### src/rtl/wb_regfile.sv
// Writeback-stage register file: fifteen 32-bit registers (R0-R14, R15 reads as zero),
// with write-through read bypass and a small FSM that holds the pipeline while load data
// is outstanding, giving up with a sticky error after TIMEOUT cycles.
module wb_regfile #(
   parameter int          TIMEOUT  = 16,
   parameter logic [31:0] SP_RESET = 32'h0000_1000
) (
   input  logic        clk,
   input  logic        rst,
   input  logic [15:0] i_ir_wb,
   input  logic        i_wb_en,
   input  logic [3:0]  i_wb_addr,
   input  logic [31:0] i_alu_result,
   input  logic [31:0] i_mem_rdata,
   input  logic        i_mem_rvalid,
   input  logic [3:0]  i_rs1_addr,
   input  logic [3:0]  i_rs2_addr,
   output logic [31:0] o_rs1_data,
   output logic [31:0] o_rs2_data,
   output logic [31:0] o_sp,
   output logic        o_stall,
   output logic        o_err
);

   localparam int CNT_W = $clog2(TIMEOUT + 1);
   localparam logic [3:0] SP_IDX = 4'd13;
   localparam logic [3:0] ZR_IDX = 4'd15;

   typedef enum logic {
      ST_IDLE,
      ST_WAIT
   } state_t;

   state_t             state_q, state_d;
   logic [CNT_W-1:0]   cnt_q, cnt_d;
   logic [3:0]         dest_q, dest_d;
   logic               err_q, err_d;
   logic [31:0]        regs_q [0:14];
   logic [31:0]        regs_d [0:14];

   logic               is_load;
   logic               wr_req;
   logic               wr_en;
   logic [3:0]         wr_addr;
   logic [31:0]        wr_data;
   logic               stall;

   assign is_load = (i_ir_wb[15:11] == 5'b01101) || (i_ir_wb[15:11] == 5'b01001);
   assign wr_en   = wr_req && (wr_addr != ZR_IDX);

   // Writeback control: decide write/stall this cycle and the next FSM state.
   always_comb begin
      // NOTE: every output of this block gets a default first so no path leaves one unassigned (no latches).
      state_d = state_q;
      cnt_d   = cnt_q;
      dest_d  = dest_q;
      err_d   = err_q;
      wr_req  = 1'b0;
      wr_addr = i_wb_addr;
      wr_data = i_alu_result;
      stall   = 1'b0;
      case (state_q)
         ST_IDLE: begin
            if (i_wb_en) begin
               if (!is_load) begin
                  wr_req = 1'b1;
               end else if (i_mem_rvalid) begin
                  wr_req  = 1'b1;
                  wr_data = i_mem_rdata;
               end else begin
                  stall   = 1'b1;
                  state_d = ST_WAIT;
                  cnt_d   = '0;
                  dest_d  = i_wb_addr;
               end
            end
         end
         ST_WAIT: begin
            // Upstream is frozen, so only the latched destination matters here.
            wr_addr = dest_q;
            wr_data = i_mem_rdata;
            if (i_mem_rvalid) begin
               wr_req  = 1'b1;
               state_d = ST_IDLE;
            end else if (cnt_q == CNT_W'(TIMEOUT - 1)) begin
               err_d   = 1'b1;
               state_d = ST_IDLE;
            end else begin
               stall = 1'b1;
               cnt_d = cnt_q + 1'b1;
            end
         end
         default: state_d = ST_IDLE;
      endcase
   end

   // Next register-array contents: apply the single write port.
   always_comb begin
      regs_d = regs_q;
      if (wr_en) regs_d[wr_addr] = wr_data;
   end

   // Read port 1: R15 is hard zero, otherwise bypass a same-cycle write.
   always_comb begin
      o_rs1_data = '0;
      if (i_rs1_addr != ZR_IDX) begin
         if (wr_en && (i_rs1_addr == wr_addr)) o_rs1_data = wr_data;
         else                                  o_rs1_data = regs_q[i_rs1_addr];
      end
   end

   // Read port 2: identical structure to port 1 so both always agree.
   always_comb begin
      o_rs2_data = '0;
      if (i_rs2_addr != ZR_IDX) begin
         if (wr_en && (i_rs2_addr == wr_addr)) o_rs2_data = wr_data;
         else                                  o_rs2_data = regs_q[i_rs2_addr];
      end
   end

   // State and register array; reset aborts any pending load.
   always_ff @(posedge clk or posedge rst) begin
      if (rst) begin
         state_q <= ST_IDLE;
         cnt_q   <= '0;
         dest_q  <= '0;
         err_q   <= 1'b0;
         // NOTE: the array is architectural state with defined reset values, so it is reset like any flop.
         for (int i = 0; i < 15; i++) begin
            regs_q[i] <= (i == int'(SP_IDX)) ? SP_RESET : 32'h0;
         end
      end else begin
         // NOTE: non-blocking assignments keep all flops updating from the same pre-edge values.
         state_q <= state_d;
         cnt_q   <= cnt_d;
         dest_q  <= dest_d;
         err_q   <= err_d;
         regs_q  <= regs_d;
      end
   end

   // Stall is combinational so upstream holds in the very cycle the miss is seen.
   assign o_stall = stall & ~rst;
   assign o_err   = err_q;
   assign o_sp    = regs_q[SP_IDX];

endmodule

### config.mk
export PLATFORM = sky130hd
export DESIGN_NAME = wb_regfile
export DESIGN_NICKNAME = d
export VERILOG_FILES = /design/src/rtl/wb_regfile.sv
export SDC_FILE = /design/constraint.sdc
export NUM_CORES = 1
export LEC_CHECK = 0
export BUFFER_PORTS_ARGS = -buffer_cell sky130_fd_sc_hd__buf_4
export CAP_MARGIN = 15
export CORE_MARGIN = 8
export CORE_UTILIZATION = 48
export CTS_CLUSTER_SIZE = 30
export DETAILED_ROUTE_END_ITERATION = 6
export PLACE_DENSITY = 0.65
export SYNTH_ARGS = -nofsm -noshare
export SYNTH_HDL_FRONTEND = slang
export SYNTH_SLANG_ARGS = --single-unit
### constraint.sdc
create_clock -name clk -period 42.5 [get_ports clk]
set_clock_uncertainty 0.1 [all_clocks]
set_input_delay 4.25 -clock clk [delete_from_list [all_inputs] [get_ports clk]]
set_output_delay 4.25 -clock clk [all_outputs]
set_load 0.01 [all_outputs]
==> results.md <==
* Status: finished, final reports clean
* Min Clock Period, post-route at about 12 ns
* Max-capacitance violation count at 0
* Number of standard cells after synthesis at roughly 2500
* Net switching power at 490 uW
* Count of final hold-check violations at 0
* Top cells by area, synth: sky130_fd_sc_hd__dfrtp_1, sky130_fd_sc_hd__mux4_2, sky130_fd_sc_hd__mux2i_1, sky130_fd_sc_hd__a21oi_1, sky130_fd_sc_hd__nor2_1
* Max Transition Viols Final at 0
* Cell occurring most often along the worst timing path: sky130_fd_sc_hd__buf_4
* Die X-Extent at approximately 250 um
* Total power per unit cell area at 52.7 mW/mm^2
* Global placement routability congestion at between 0.8 and 0.9
* Hold path depth at 1
* Mapped Nets at 2624
* Avg Cell Area, Syn at 10.6 um^2
* GRT Util Overall at between 20% and 30%
* CTS root buf: sky130_fd_sc_hd__clkbuf_16
* Clock-pin slew reported for the worst setup and hold paths after clock tree synthesis at ~0.06 ns
* Worst hold-check slack at 0.377 ns
* Required time at the endpoint of the critical path at between 30 and 40 ns
* Worst setup path category: primary input to primary output
* Critical Path Source: i_rs2_addr[1]
* Slowest cell on the critical path: sky130_fd_sc_hd__buf_4
* Worst-margin pin slew at about 1.3 ns
* Main flop type after synthesis: sky130_fd_sc_hd__dfrtp_1
* Share of total power in combinational logic at between 20% and 30%
* Reg2Reg Setup Slack at 38.78 ns
* Total negative slack at 0 ns
* DRC violations left at 0
* Distinct cell type count after synthesis at 52
* Largest net degree at the start of global routing at around 110
* Final non-filler cell area at approximately 0.03 mm^2
* Proportion of synthesized chip area in sequential cells at approximately 46%
* Die boundary height at approximately 250 um
* Startpoint types: primary input
* Leak at 0.0134 uW
* Sequential share of power at a little over two fifths
* Number of diodes added for antenna fixing at 0
* Buffer levels on the longest clock path at 3
* Clock buffers created by TritonCTS at 53
* Most frequent standard cell in the layout excluding fill and tap cells: sky130_fd_sc_hd__dfrtp_1
* I/O pin cnt at around 190
* Cell area after synthesis at ~0.027 mm^2
* Post-cts sizing count at 0
* Non-filler instance count after layout at 3348
* Count of buffers inserted at the top-level ports at 181
* Later-pin clock latency in the skew report at around 0.6 ns
* Via count of the first global-routing pass at ~21000
* Final design utilization at between 50% and 60%
* Total setup buffers inserted after CTS at 0
* Final period util at around 28%
* Internal power component at about 1100 uW
* Number of buffers inserted by hold repair at cts at 0
* Area Overhead vs Synth at 12.6%
* Largest driver fanout on the critical path at between 50 and 60
* Critical path depth in cells at 8
* Core Box Area at ~0.055 mm^2
* Detailed placer's ending HPWL at about 47000 um
* Cell taking the most area after synthesis: sky130_fd_sc_hd__dfrtp_1
* Largest stage delay, worst path at a little under 0.8 ns
* DRC violation total after the first TritonRoute iteration at 2047
* Detailed-route wire length at 81600 um
* Vias per cell at 6.20
* Number of antenna violations at the first check in global routing at 0
* GR Overflow Total at 0
* Final-layout fill cell count at about 4700
* Synthesized flop and latch total at 491
* Fmax achieved at roughly 84 MHz
* Net count reported at finish at 2658
* Worst relative slew slack at between 10% and 20%
* TritonCTS clock tree: done
* Post-DR wirelength/cell at 24.4 um
* Setup repair after global routing missed its margin: false
* Endpoint, Worst Hold: o_err
* Type of the tightest min-delay check: flip-flop to flip-flop
* Post-detailed-route count of antenna-violating nets at 0
* Initial core utilization at ~49%
* Worst R2R Path Depth at 5
* Crit. End Element: primary output
* Synth top area share at 46.0%
* YS warnings at 0
* Detailed-route via count at 20768
* Net switching share of the total power at 31.0%
* Reg-to-reg startpoint: state_q
* CTS sink count at ~490
* Number of endpoints failing setup at the final stage at 0
* Worst r2r dst: regs_q[431]
* Placement Rows at 86
* Number of levels in the clock H-tree at 2
* Area of the die at approximately 0.063 mm^2
* First-pass GRT wire length at 127000 um
* CP Cell Sequence: buf_8, buf_4, buf_4, mux4_2, a22o_1, a31oi_1, mux2i_1, buf_4
* Cell family with most CP delay: buffers and inverters
* Count of flip-flops with a built-in enable after synthesis at 0
* Proportion of layout cells with a drive suffix above 1 at 19.7%
* Fraction of registers with async set or reset after synthesis at between 90% and 100%
* Most used cells in the layout excluding fill and tap cells: sky130_fd_sc_hd__dfrtp_1, sky130_fd_sc_hd__nor2_1, sky130_fd_sc_hd__a21oi_1
* Placed cells at between 3000 and 4000
* DRT Pass-1 Iters at 5
* Area post-placement at about 0.028 mm^2
* Maximum vdd drop at approximately 0.036 mV
* Min-Delay Startpoint: o_err
* Data arrival time of the worst path at 7.55 ns
* Part of the power in the clock network at around 31%
* Crit path buffers/inverters at 4
[power by group through the flow]
stage	sequential, uW	clock, uW	combinational [uW]
6_report	694	482	405
5_1_grt	710	509	448
4_1_cts	691	490	407
3_5_place_dp	698	0	404
3_3_place_gp	688	0	390
2_1_floorplan	669	0	308
[worst max path at each step]
stage          slack [ns]             end
4_1_cts             30.58  o_rs2_data[25]
2_1_floorplan       24.45        cnt_q[0]
6_report            30.60  o_rs2_data[17]
3_5_place_dp        30.59  o_rs2_data[17]
5_1_grt             30.39  o_rs2_data[17]
3_3_place_gp        30.61  o_rs2_data[25]
[metrics by stage]
| stage | power (uW) | setup slack (ns) |
|---|---|---|
| 2_1_floorplan | 977 | 24.45 |
| 5_1_grt | 1670 | 30.39 |
| 4_1_cts | 1590 | 30.58 |
| 3_5_place_dp | 1100 | 30.59 |
| 3_3_place_gp | 1080 | 30.61 |
| 6_report | 1580 | 30.60 |
[metal layers]
layer	vias to the layer above	global-route usage [%]	wire [um]
met3	196	4.49	5730
met1	10430	33.6	33800
met5	-	0	0
met4	0	10.3	2960
met2	846	41.7	39100
li1	9296	-	-
[worst reg2reg max path: stages (launching register included)]
cell and delay [ns]:
sky130_fd_sc_hd__dfrtp_1 0.91, sky130_fd_sc_hd__a32oi_1 0.56, sky130_fd_sc_hd__nor4_4 1.05, sky130_fd_sc_hd__buf_4 0.73
sky130_fd_sc_hd__nor2_1 0.12, sky130_fd_sc_hd__a21oi_1 0.15
[area by class of cell]
cell class | instances | area, um^2 | share of cell area [%]
Clock inverter | 10 | 160 | 0.533
Sequential cell | 491 | 12300 | 40.9
Tap cell | 748 | 936 | 3.12
Timing Repair Buffer | 256 | 1940 | 6.44
Multi-Input combinational cell | 1718 | 12900 | 42.9
Inverter | 40 | 158 | 0.525
Clock buffer | 85 | 1670 | 5.56
[sequential cells by signal, indices dropped and copies added (netlist names)]
name / flops
dest_q: 4
state_q: 1
o_err: 1
regs_q: 448
o_sp: 32
cnt_q: 5
[logic make-up after synthesis]
group	synth area share, %
and+or+nand+nor	8.32
buffers and inverters	5.97
DFF	46.1
AOI/OAI and AO/OA	17.0
adders and majority gates	0.0938
muxes	22.2
xor gates and xnor gates	0.296
[cell usage after synthesis, types with 3 or more instances]
master,number
sky130_fd_sc_hd__buf_6,11
sky130_fd_sc_hd__or4_1,4
sky130_fd_sc_hd__a31oi_1,61
sky130_fd_sc_hd__nand2b_1,3
sky130_fd_sc_hd__dfrtp_1,490
sky130_fd_sc_hd__clkbuf_1,97
sky130_fd_sc_hd__nor2b_1,6
sky130_fd_sc_hd__o21ai_1,62
sky130_fd_sc_hd__nor4_4,7
sky130_fd_sc_hd__inv_1,40
sky130_fd_sc_hd__a21oi_1,353
sky130_fd_sc_hd__a22oi_1,61
sky130_fd_sc_hd__nand2_1,133
sky130_fd_sc_hd__mux2_2,4
sky130_fd_sc_hd__buf_4,45
sky130_fd_sc_hd__mux2i_1,290
sky130_fd_sc_hd__clkbuf_2,5
sky130_fd_sc_hd__buf_1,11
sky130_fd_sc_hd__nor2_1,363
sky130_fd_sc_hd__xnor2_1,8
sky130_fd_sc_hd__buf_2,107
sky130_fd_sc_hd__o21ai_0,70
sky130_fd_sc_hd__a22o_1,62
sky130_fd_sc_hd__nor3_2,5
sky130_fd_sc_hd__o221ai_1,64
sky130_fd_sc_hd__a32oi_1,3
sky130_fd_sc_hd__mux4_2,131
Power figures use the tool's default switching activity.
